File: config.mk
export PLATFORM = sky130hd
export DESIGN_NAME = esc_mem_arb
export DESIGN_NICKNAME = d
export VERILOG_FILES = /design/src/rtl/esc_mem_pkg.sv /design/src/rtl/esc_mem_tagpipe.sv /design/src/rtl/esc_mem_arb.sv
export SDC_FILE = /design/constraint.sdc
export NUM_CORES = 1
export LEC_CHECK = 0
export CAP_MARGIN = 0
export CORE_UTILIZATION = 42
export DETAILED_ROUTE_END_ITERATION = 7
export PLACE_DENSITY = 0.79
export SYNTH_ARGS = -nofsm -noshare
export SYNTH_HDL_FRONTEND = slang
export SYNTH_HIERARCHICAL = 1
export SYNTH_SLANG_ARGS = --single-unit
File: constraint.sdc
create_clock -name clk -period 2.4 [get_ports clk]
set_clock_uncertainty 0.1 [all_clocks]
set_input_delay 0.6 -clock clk [delete_from_list [all_inputs] [get_ports clk]]
set_output_delay 0.6 -clock clk [all_outputs]
set_load 0.05 [all_outputs]
File: src/rtl/esc_mem_pkg.sv
// Shared encodings and defaults for the ESC memory arbiter and its tag pipeline.
package esc_mem_pkg;

  localparam int AW_DEF       = 16;
  localparam int DW_DEF       = 8;
  localparam int RAM_LAT_DEF  = 2;
  localparam int MAX_WAIT_DEF = 8;

  typedef enum logic [1:0] {
    OWN_NONE = 2'd0,
    OWN_ECAT = 2'd1,
    OWN_PDI  = 2'd2
  } own_e;

  localparam logic ST_IDLE  = 1'b0;
  localparam logic ST_FRAME = 1'b1;

  typedef struct packed {
    logic vld;
    own_e owner;
    logic rd;
  } tag_t;

endpackage

File: src/rtl/esc_mem_tagpipe.sv
// Shift register that follows each RAM access until its data returns, so the
// completion stage knows who issued it and whether it was a read.
module esc_mem_tagpipe
  import esc_mem_pkg::*;
#(
  parameter int DEPTH = 3
) (
  input  logic       clk,
  input  logic       rst,
  input  logic       vld_i,
  input  logic [1:0] owner_i,
  input  logic       rd_i,
  output logic       vld_o,
  output logic [1:0] owner_o,
  output logic       rd_o
);

  tag_t pipe_q [DEPTH];

  always_ff @(posedge clk) begin
    if (rst) begin
      for (int i = 0; i < DEPTH; i++) pipe_q[i] <= '0;
    end else begin
      pipe_q[0] <= '{vld: vld_i, owner: own_e'(owner_i), rd: rd_i};
      for (int i = 1; i < DEPTH; i++) pipe_q[i] <= pipe_q[i-1];
    end
  end

  assign vld_o   = pipe_q[DEPTH-1].vld;
  assign owner_o = pipe_q[DEPTH-1].owner;
  assign rd_o    = pipe_q[DEPTH-1].rd;

endmodule

File: src/rtl/esc_mem_arb.sv
// Single-port RAM arbiter: the ECAT datagram port has priority, the PDI port is
// served in ECAT gaps and force-granted after MAX_WAIT lost cycles.
//
// state | meaning
// IDLE  | no ECAT frame open
// FRAME | sof granted, waiting for eof
module esc_mem_arb
  import esc_mem_pkg::*;
#(
  parameter int AW       = AW_DEF,
  parameter int DW       = DW_DEF,
  parameter int RAM_LAT  = RAM_LAT_DEF,
  parameter int MAX_WAIT = MAX_WAIT_DEF
) (
  input  logic          clk,
  input  logic          rst,
  input  logic          ecat_sof,
  input  logic          ecat_eof,
  input  logic          ecat_valid,
  input  logic          ecat_read,
  input  logic [AW-1:0] ecat_addr,
  input  logic [DW-1:0] ecat_wdata,
  output logic [DW-1:0] ecat_rdata,
  output logic          ecat_ready,
  input  logic          pdi_req,
  input  logic          pdi_we,
  input  logic [AW-1:0] pdi_addr,
  input  logic [DW-1:0] pdi_wdata,
  output logic [DW-1:0] pdi_rdata,
  output logic          pdi_ack,
  output logic          ram_en,
  output logic          ram_we,
  output logic [AW-1:0] ram_addr,
  output logic [DW-1:0] ram_wdata,
  input  logic [DW-1:0] ram_rdata,
  output logic          frame_active,
  output logic          frame_err
);

  localparam int WW = $clog2(MAX_WAIT + 1);
  localparam logic [WW-1:0] WAIT_SAT = WW'(MAX_WAIT);

  logic          ecat_busy_q, ecat_busy_d;
  logic          pdi_busy_q, pdi_busy_d;
  logic [WW-1:0] wait_q, wait_d;
  logic          frame_q, frame_d;
  logic          frame_err_q, frame_err_d;

  logic          ram_en_q, ram_en_d;
  logic          ram_we_q, ram_we_d;
  logic [AW-1:0] ram_addr_q, ram_addr_d;
  logic [DW-1:0] ram_wdata_q, ram_wdata_d;

  logic          ecat_ready_q, ecat_ready_d;
  logic [DW-1:0] ecat_rdata_q, ecat_rdata_d;
  logic          pdi_ack_q, pdi_ack_d;
  logic [DW-1:0] pdi_rdata_q, pdi_rdata_d;

  logic          ecat_elig, pdi_elig;
  logic          grant_ecat, grant_pdi;
  logic [1:0]    tag_owner;
  logic          tag_rd;
  logic          tp_vld, tp_rd;
  logic [1:0]    tp_owner;
  logic          ecat_done, pdi_done;

  assign ecat_elig  = ecat_valid & ~ecat_busy_q;
  assign pdi_elig   = pdi_req & ~pdi_busy_q;
  assign grant_pdi  = pdi_elig & ((wait_q == WAIT_SAT) | ~ecat_elig);
  assign grant_ecat = ecat_elig & ~grant_pdi;

  // Busy drops on the edge that closes the completion cycle.
  assign ecat_busy_d = grant_ecat | (ecat_busy_q & ~ecat_ready_q);
  assign pdi_busy_d  = grant_pdi | (pdi_busy_q & ~pdi_ack_q);

  always_comb begin
    wait_d = wait_q;
    if (!pdi_req || grant_pdi) begin
      wait_d = '0;
    end else if (pdi_elig && (wait_q != WAIT_SAT)) begin
      wait_d = wait_q + WW'(1);
    end
  end

  always_comb begin
    frame_d     = frame_q;
    frame_err_d = 1'b0;
    if (grant_ecat) begin
      frame_err_d = ecat_sof & (frame_q == ST_FRAME);
      if (ecat_eof) begin
        frame_d = ST_IDLE;
      end else if (ecat_sof) begin
        frame_d = ST_FRAME;
      end
    end
  end

  always_comb begin
    ram_en_d    = grant_ecat | grant_pdi;
    ram_we_d    = ram_we_q;
    ram_addr_d  = ram_addr_q;
    ram_wdata_d = ram_wdata_q;
    tag_owner   = OWN_NONE;
    tag_rd      = 1'b0;
    if (grant_pdi) begin
      ram_we_d    = pdi_we;
      ram_addr_d  = pdi_addr;
      ram_wdata_d = pdi_wdata;
      tag_owner   = OWN_PDI;
      tag_rd      = ~pdi_we;
    end else if (grant_ecat) begin
      ram_we_d    = ~ecat_read;
      ram_addr_d  = ecat_addr;
      ram_wdata_d = ecat_wdata;
      tag_owner   = OWN_ECAT;
      tag_rd      = ecat_read;
    end
  end

  esc_mem_tagpipe #(
    .DEPTH (RAM_LAT + 1)
  ) u_tagpipe (
    .clk     (clk),
    .rst     (rst),
    .vld_i   (ram_en_d),
    .owner_i (tag_owner),
    .rd_i    (tag_rd),
    .vld_o   (tp_vld),
    .owner_o (tp_owner),
    .rd_o    (tp_rd)
  );

  // The last tag stage lines up with the cycle RAM data is valid.
  assign ecat_done = tp_vld & (tp_owner == OWN_ECAT);
  assign pdi_done  = tp_vld & (tp_owner == OWN_PDI);

  always_comb begin
    ecat_ready_d = ecat_done;
    pdi_ack_d    = pdi_done;
    ecat_rdata_d = (ecat_done && tp_rd) ? ram_rdata : ecat_rdata_q;
    pdi_rdata_d  = (pdi_done && tp_rd) ? ram_rdata : pdi_rdata_q;
  end

  always_ff @(posedge clk) begin
    if (rst) begin
      ecat_busy_q  <= 1'b0;
      pdi_busy_q   <= 1'b0;
      wait_q       <= '0;
      frame_q      <= ST_IDLE;
      frame_err_q  <= 1'b0;
      ram_en_q     <= 1'b0;
      ram_we_q     <= 1'b0;
      ram_addr_q   <= '0;
      ram_wdata_q  <= '0;
      ecat_ready_q <= 1'b0;
      ecat_rdata_q <= '0;
      pdi_ack_q    <= 1'b0;
      pdi_rdata_q  <= '0;
    end else begin
      ecat_busy_q  <= ecat_busy_d;
      pdi_busy_q   <= pdi_busy_d;
      wait_q       <= wait_d;
      frame_q      <= frame_d;
      frame_err_q  <= frame_err_d;
      ram_en_q     <= ram_en_d;
      ram_we_q     <= ram_we_d;
      ram_addr_q   <= ram_addr_d;
      ram_wdata_q  <= ram_wdata_d;
      ecat_ready_q <= ecat_ready_d;
      ecat_rdata_q <= ecat_rdata_d;
      pdi_ack_q    <= pdi_ack_d;
      pdi_rdata_q  <= pdi_rdata_d;
    end
  end

  assign ram_en       = ram_en_q;
  assign ram_we       = ram_we_q;
  assign ram_addr     = ram_addr_q;
  assign ram_wdata    = ram_wdata_q;
  assign ecat_ready   = ecat_ready_q;
  assign ecat_rdata   = ecat_rdata_q;
  assign pdi_ack      = pdi_ack_q;
  assign pdi_rdata    = pdi_rdata_q;
  assign frame_active = (frame_q == ST_FRAME);
  assign frame_err    = frame_err_q;

endmodule
# Word-level counts from Yosys, hierarchy flattened
# Memory sizes are Yosys's and may differ from the RTL's.
# Index checks and enable logic that the tools add are counted.
word_totals:
  regBits: 52
  out_inout_bits: 46
  ramBits: 12
  mem_count: 1
  word_cells: 72
  in_bits: 64
mem_list:
  columns: ["name", "depth", "width", "rd", "rd_ports_with_merged_regs", "write_ports", "line", "rtl"]
  rows:
  - ["u_tagpipe.pipe_q", 3, 4, 3, 0, 3, "esc_mem_tagpipe.sv:18", "tag_t pipe_q [DEPTH];"]
op_classes:
  n_reduce_logical: 10
  n_eq_ne: 4
  n_bitwise: 25
  n_mux: 18
  n_addsub: 1
ops:
  columns: ["op", "n"]
  rows:
  - ["two-way mux 16 bit", 2]
  - ["two-way mux 8 bit", 2]
  - ["two-way mux 4 bit", 3]
  - ["two-way mux 1 bit", 10]
  - ["AND 1 bit", 9]
  - ["NOT 1 bit", 9]
  - ["OR 1 bit", 7]
  - ["adder 4 x 1 -> 4 bit (second input constant)", 1]
  - ["== test 4 bit (second input constant)", 1]
  - ["!= test 4 bit (second input constant)", 1]
  - ["nonzero test 2 bit", 2]
  - ["OR reduction 2 bit", 2]
  - ["logical AND 1 bit", 3]
  - ["== test 2 x 1 -> 1 bit (second input constant)", 1]
  - ["== test 2 bit (second input constant)", 1]
  - ["two-way mux 2 bit", 1]
  - ["AND reduction 2 bit", 1]
  - ["zero test 1 bit", 1]
  - ["logical OR 1 bit", 1]

# Longest topological paths before layout
logic_depth:
  ltp_word: 10
  depth_mapped: 8
  mapped_depth_nobuf: 7

# Cells and area by module
# The synthesis kept the hierarchy.
modules_own_cells:
  columns: ["module", "area_each_um2", "seq_area_each_um2", "cells_each", "n_inst"]
  rows:
  - ["esc_mem_arb", 2212.1, 1041.0, 246, 1]
  - ["esc_mem_tagpipe", 381.6, 240.2, 27, 1]

# Least setup slack after synthesis
# No wires, ideal clock.
synth_path:
  kind: "reg2reg"
  start: "reg wait_q[0]"
  end: "reg ram_we_q, in the netlist ram_we"
  period_less_slack_ns: 1.804
  setup_slack_ns: 0.596
  setup_ns: 0.122
  stages_incl_launch_ff: 9
  arrival_time_ns: 1.582
  path_buffers: 2
  t_required_ns: 2.178
  path_cell_list: "dfxtp_1 > inv_1 > ha_1 > and3b_1 > buf_6 > o211ai_4 > buf_6 > o31ai_1 > a221o_1"
synth_via:
  elab_chain_len: 6
  word_cells_on_any_way: 7
synth_lines:
  columns: ["item", "line", "rtl"]
  rows:
  - ["from (decl)", "esc_mem_arb.sv:45", "logic [WW-1:0] wait_q, wait_d;"]
  - ["from (signal assigned)", "esc_mem_arb.sv:162", "wait_q <= wait_d;"]
  - ["== test 4 bit (*)", "esc_mem_arb.sv:69", "assign grant_pdi = pdi_elig & ((wait_q == WAIT_SAT) | ~ecat_elig);"]
  - ["OR 1 bit (*)", "esc_mem_arb.sv:69", null]
  - ["AND 1 bit (*)", "esc_mem_arb.sv:69", null]
  - ["NOT 1 bit", "esc_mem_arb.sv:70", "assign grant_ecat = ecat_elig & ~grant_pdi;"]
  - ["AND 1 bit", "esc_mem_arb.sv:70", null]
  - ["nonzero test 2 bit (no source line)", null, null]
  - ["to (signal assigned)", "esc_mem_arb.sv:166", "ram_we_q <= ram_we_d;"]
  - ["to (decl)", "esc_mem_arb.sv:50", "logic ram_we_q, ram_we_d;"]
# Every way passes the cells marked *; elsewhere a longest branch is shown, timed or not.
# A chain may end at the register's enable or synchronous reset.

# Worst setup path after layout
layout_path:
  start: "reg ram_wdata_q[4], in the netlist ram_wdata[4]"
  end: "out ram_wdata[4]"
layout_rtl:
  columns: ["item", "line", "rtl"]
  rows:
  - ["from (decl)", "esc_mem_arb.sv:52", "logic [DW-1:0] ram_wdata_q, ram_wdata_d;"]
  - ["from (signal assigned)", "esc_mem_arb.sv:168", "ram_wdata_q <= ram_wdata_d;"]
  - ["to (decl)", "esc_mem_arb.sv:34", "output logic [DW-1:0] ram_wdata,"]
# No word-level cell between the ends.

==> summary.md <==
| Metric | Value |
|---|---|
| Outcome | complete, no violations |
| Worst Hold Path EP | u_tagpipe/pipe_q[0][5] |
| Hold path cells | 1 |
| Synth-to-layout area growth | 52.5% |
| Mapped Nets | 339 |
| Num CTS Buffers | 9 |
| Top cells by area, synth | dfxtp_1 49%, a221o_1 9.6%, nand2_1 9.4% |
| GRT overflow | 0 |
| Vias | 2393 |
| CP bufs+invs | 1 |
| Post-route ant nets | 0 |
| Peak Freq | 451 MHz |
| Seq/Total Area, Yosys | 0.494 |
| Fillers | 500 |
| Reg2reg start | wait_q[0] |
| Buffer count from post-CTS setup fixing | 0 |
| Setup crit start kind | flop |
| CTS resizes | 0 |
| Synth cell count leaders | 65 x nand2_1, 64 x dfxtp_1, 25 x a21oi_1, 25 x a221o_1, 16 x a21boi_1 |
| Initial antenna violation count | 0 |
| Hold_ws | 0.338 ns |
| Worst r2r dst | ram_wdata[3] |
| Drt drc | 0 |
| Hold crit path type | reg2reg |
| First-pass GRT wire length | 10.5 mm |
| Chip height | 80.6 µm |
| Biggest cell delay along the critical path | 0.83 ns |
| Die width | 80.6 µm |
| DR pass1 iterations | 4 |
| Clock sinks | 64 |
| Max-cap violation count | 0 |
| Tot Pwr | 2.67 mW |
| Ys async rst share | 0 |
| Core ar. | 5960 µm² |
| Vias per inst | 5.16 |
| Number of H-tree levels | 3 |
| Post-DR wirelength/cell | 14.3 µm |
| Post-synth EDFFs | 0 |
| Slew Viols, Final | 0 |
| Setup tns final | 0 ns |
| Post-layout minimum cycle time | 2.22 ns |
| Most numerous cell in the Yosys netlist | nand2_1 |
| Least-Margin Pin Slew | 1.01 ns |
| PD cells | 674 nW/µm² |
| Slowest stage cell, crit path | clkdlybuf4s50_1 |
| Drt total wl | 6.62 mm |
| Worst reg-to-reg path cell count | 7 |
| Final Hold Vio Count | 0 |
| Final setup violation count | 0 |
| Setup crit end kind | output pin |
| Clk Latency, worst-skew pair | 0.34 ns |
| Slew margin rel. | 0.323 |
| Dpl hpwl | 4.66 mm |
| Die area | 6490 µm² |
| Final RePlAce weighted congestion | 0.794 |
| Mapped Area | 2590 µm² |
| Cell accounting for the most synthesized area | dfxtp_1 |
| CTS Root Cell | clkbuf_8 |
| Vias in the first global route | 2299 |
| Worst EP required | 1.70 ns |
| RSZ-0062 raised after global routing | false |
| Reg2reg setup slack | 0.43 ns |
| Period Utilization, post-route | 0.923 |
| Main synth FF type | dfxtp_1 |
| Yosys cell types | 32 |
| Critical path class | reg2out |
| Share of layout cells above drive strength 1 | 0.113 |
| Initial detailed-routing violation count | 105 |
| CP top delay family | buffers and inverters |
| Crit path DAT | 1.52 ns |
| Longest Clk Path Bufs | 2 |
| Met3 WL | 365 µm |
| Row count | 28 |
| Ys Warns | 6 |
| Syn Area/Cell | 9.50 µm² |
| P_leak | 1.44 nW |
| Hold buffer count at CTS | 0 |
| Tot GR Track Use | 0.217 |
| Routed wl met2 | 3.22 mm |
| Largest net degree at the start of global routing | 26 |
| Worst-path maximum fanout | 2 |
| Ant. Diodes | 0 |
| Synthesized instance count | 273 |
| Peak VDD IR | 0.402 mV |
| Yosys reg bits | 64 |
| Synth top area share | 0.494 |
| Initial Util | 0.436 |
| Port-buffer cells | 109 |
| I/O Pins | 110 |
| Clock edge transition at the registers on the reported setup and hold paths | 0.07 ns |
| Worst Min Path Start | u_tagpipe/pipe_q[0][1] |
| TritonCTS clock tree | done |
| Final net count | 450 |
| Top layer in use | met4 |
| Met1 WL | 2.91 mm |
| Crit-path cells | clkdlybuf4s50_1 |
[layout by cell type (no fill, tap or decap), drive strengths merged, types with 2 or more instances in the layout]
cell and count:
clkdlybuf4s50 109, nand2 65, dfxtp 64, a21oi 25, a221o 25, a21boi 25
nor2b 12, clkbuf 11, buf 10, nor2 7, nand2b 5, inv 5
o21ai 3, nand3 3, or2 2, ha 2, clkinv 2, clkinvlp 2
and2b 2
[metrics by stage]
step	cell area [µm²]	util	cells	worst slack, ns
after floorplan	2590	-	273	0.596
after CTS	3960	0.664	464	0.170
after detailed placement	3750	0.630	448	-0.134
final	3960	0.664	464	0.185
after global routing	3960	0.664	464	0.0932
after global placement	3750	0.630	448	-0.0996
[flip-flops by register name, summed over array words and instances (netlist names)]
name / count
ecat_rdata: 8
ram_we: 1
ecat_ready: 1
frame_active: 1
wait_q: 4
frame_err: 1
pdi_busy_q: 1
ram_addr: 16
pdi_rdata: 8
u_tagpipe/pipe_q: 12
ram_wdata: 8
ram_en: 1
pdi_ack: 1
ecat_busy_q: 1
[cell families after synthesis]
family                     count (synthesis)  share of synthesized area
adders and majority gates                  2                    0.00965
AOI/OAI and AO/OA                         82                      0.244
buffers and inverters                     24                     0.0569
DFF                                       64                      0.494
and+or+nand+nor                          101                      0.196
[power breakdown]
group	internal [mW]	switching, mW	total [mW]
registers	1.12	0.0326	1.16
clock network	0.532	0.413	0.945
logic	0.258	0.307	0.565
[worst max-delay path by stage]
stage / from / to / slack, ns / depth (start not counted)
finish: ram_wdata[4] / ram_wdata[4] / 0.18 / 1
global route: ecat_valid / ram_we / 0.09 / 5
CTS: frame_active / frame_active / 0.17 / 1
detailed placement: ecat_valid / ram_we / -0.13 / 5
global placement: rst / ram_we / -0.1 / 3
floorplan: wait_q[0] / ram_we / 0.60 / 8
[layer usage]
metal / track usage / vias to the layer above
met5: 0 / -
met2: 0.359 / 73
met3: 0.0545 / 13
met4: 0.107 / 0
met1: 0.258 / 1126
li1: - / 1181
[cell type report]
type | count | area (µm²) | area share
clock buffer | 11 | 151 | 0.0383
inverter | 5 | 18.8 | 0.00474
tap | 75 | 93.8 | 0.0237
multi-input combinational | 185 | 1160 | 0.294
clock inverter | 5 | 55.1 | 0.0139
sequential | 64 | 1280 | 0.324
timing repair buffer | 119 | 1190 | 0.301
Note: power is estimated with default switching activity, not from simulation.
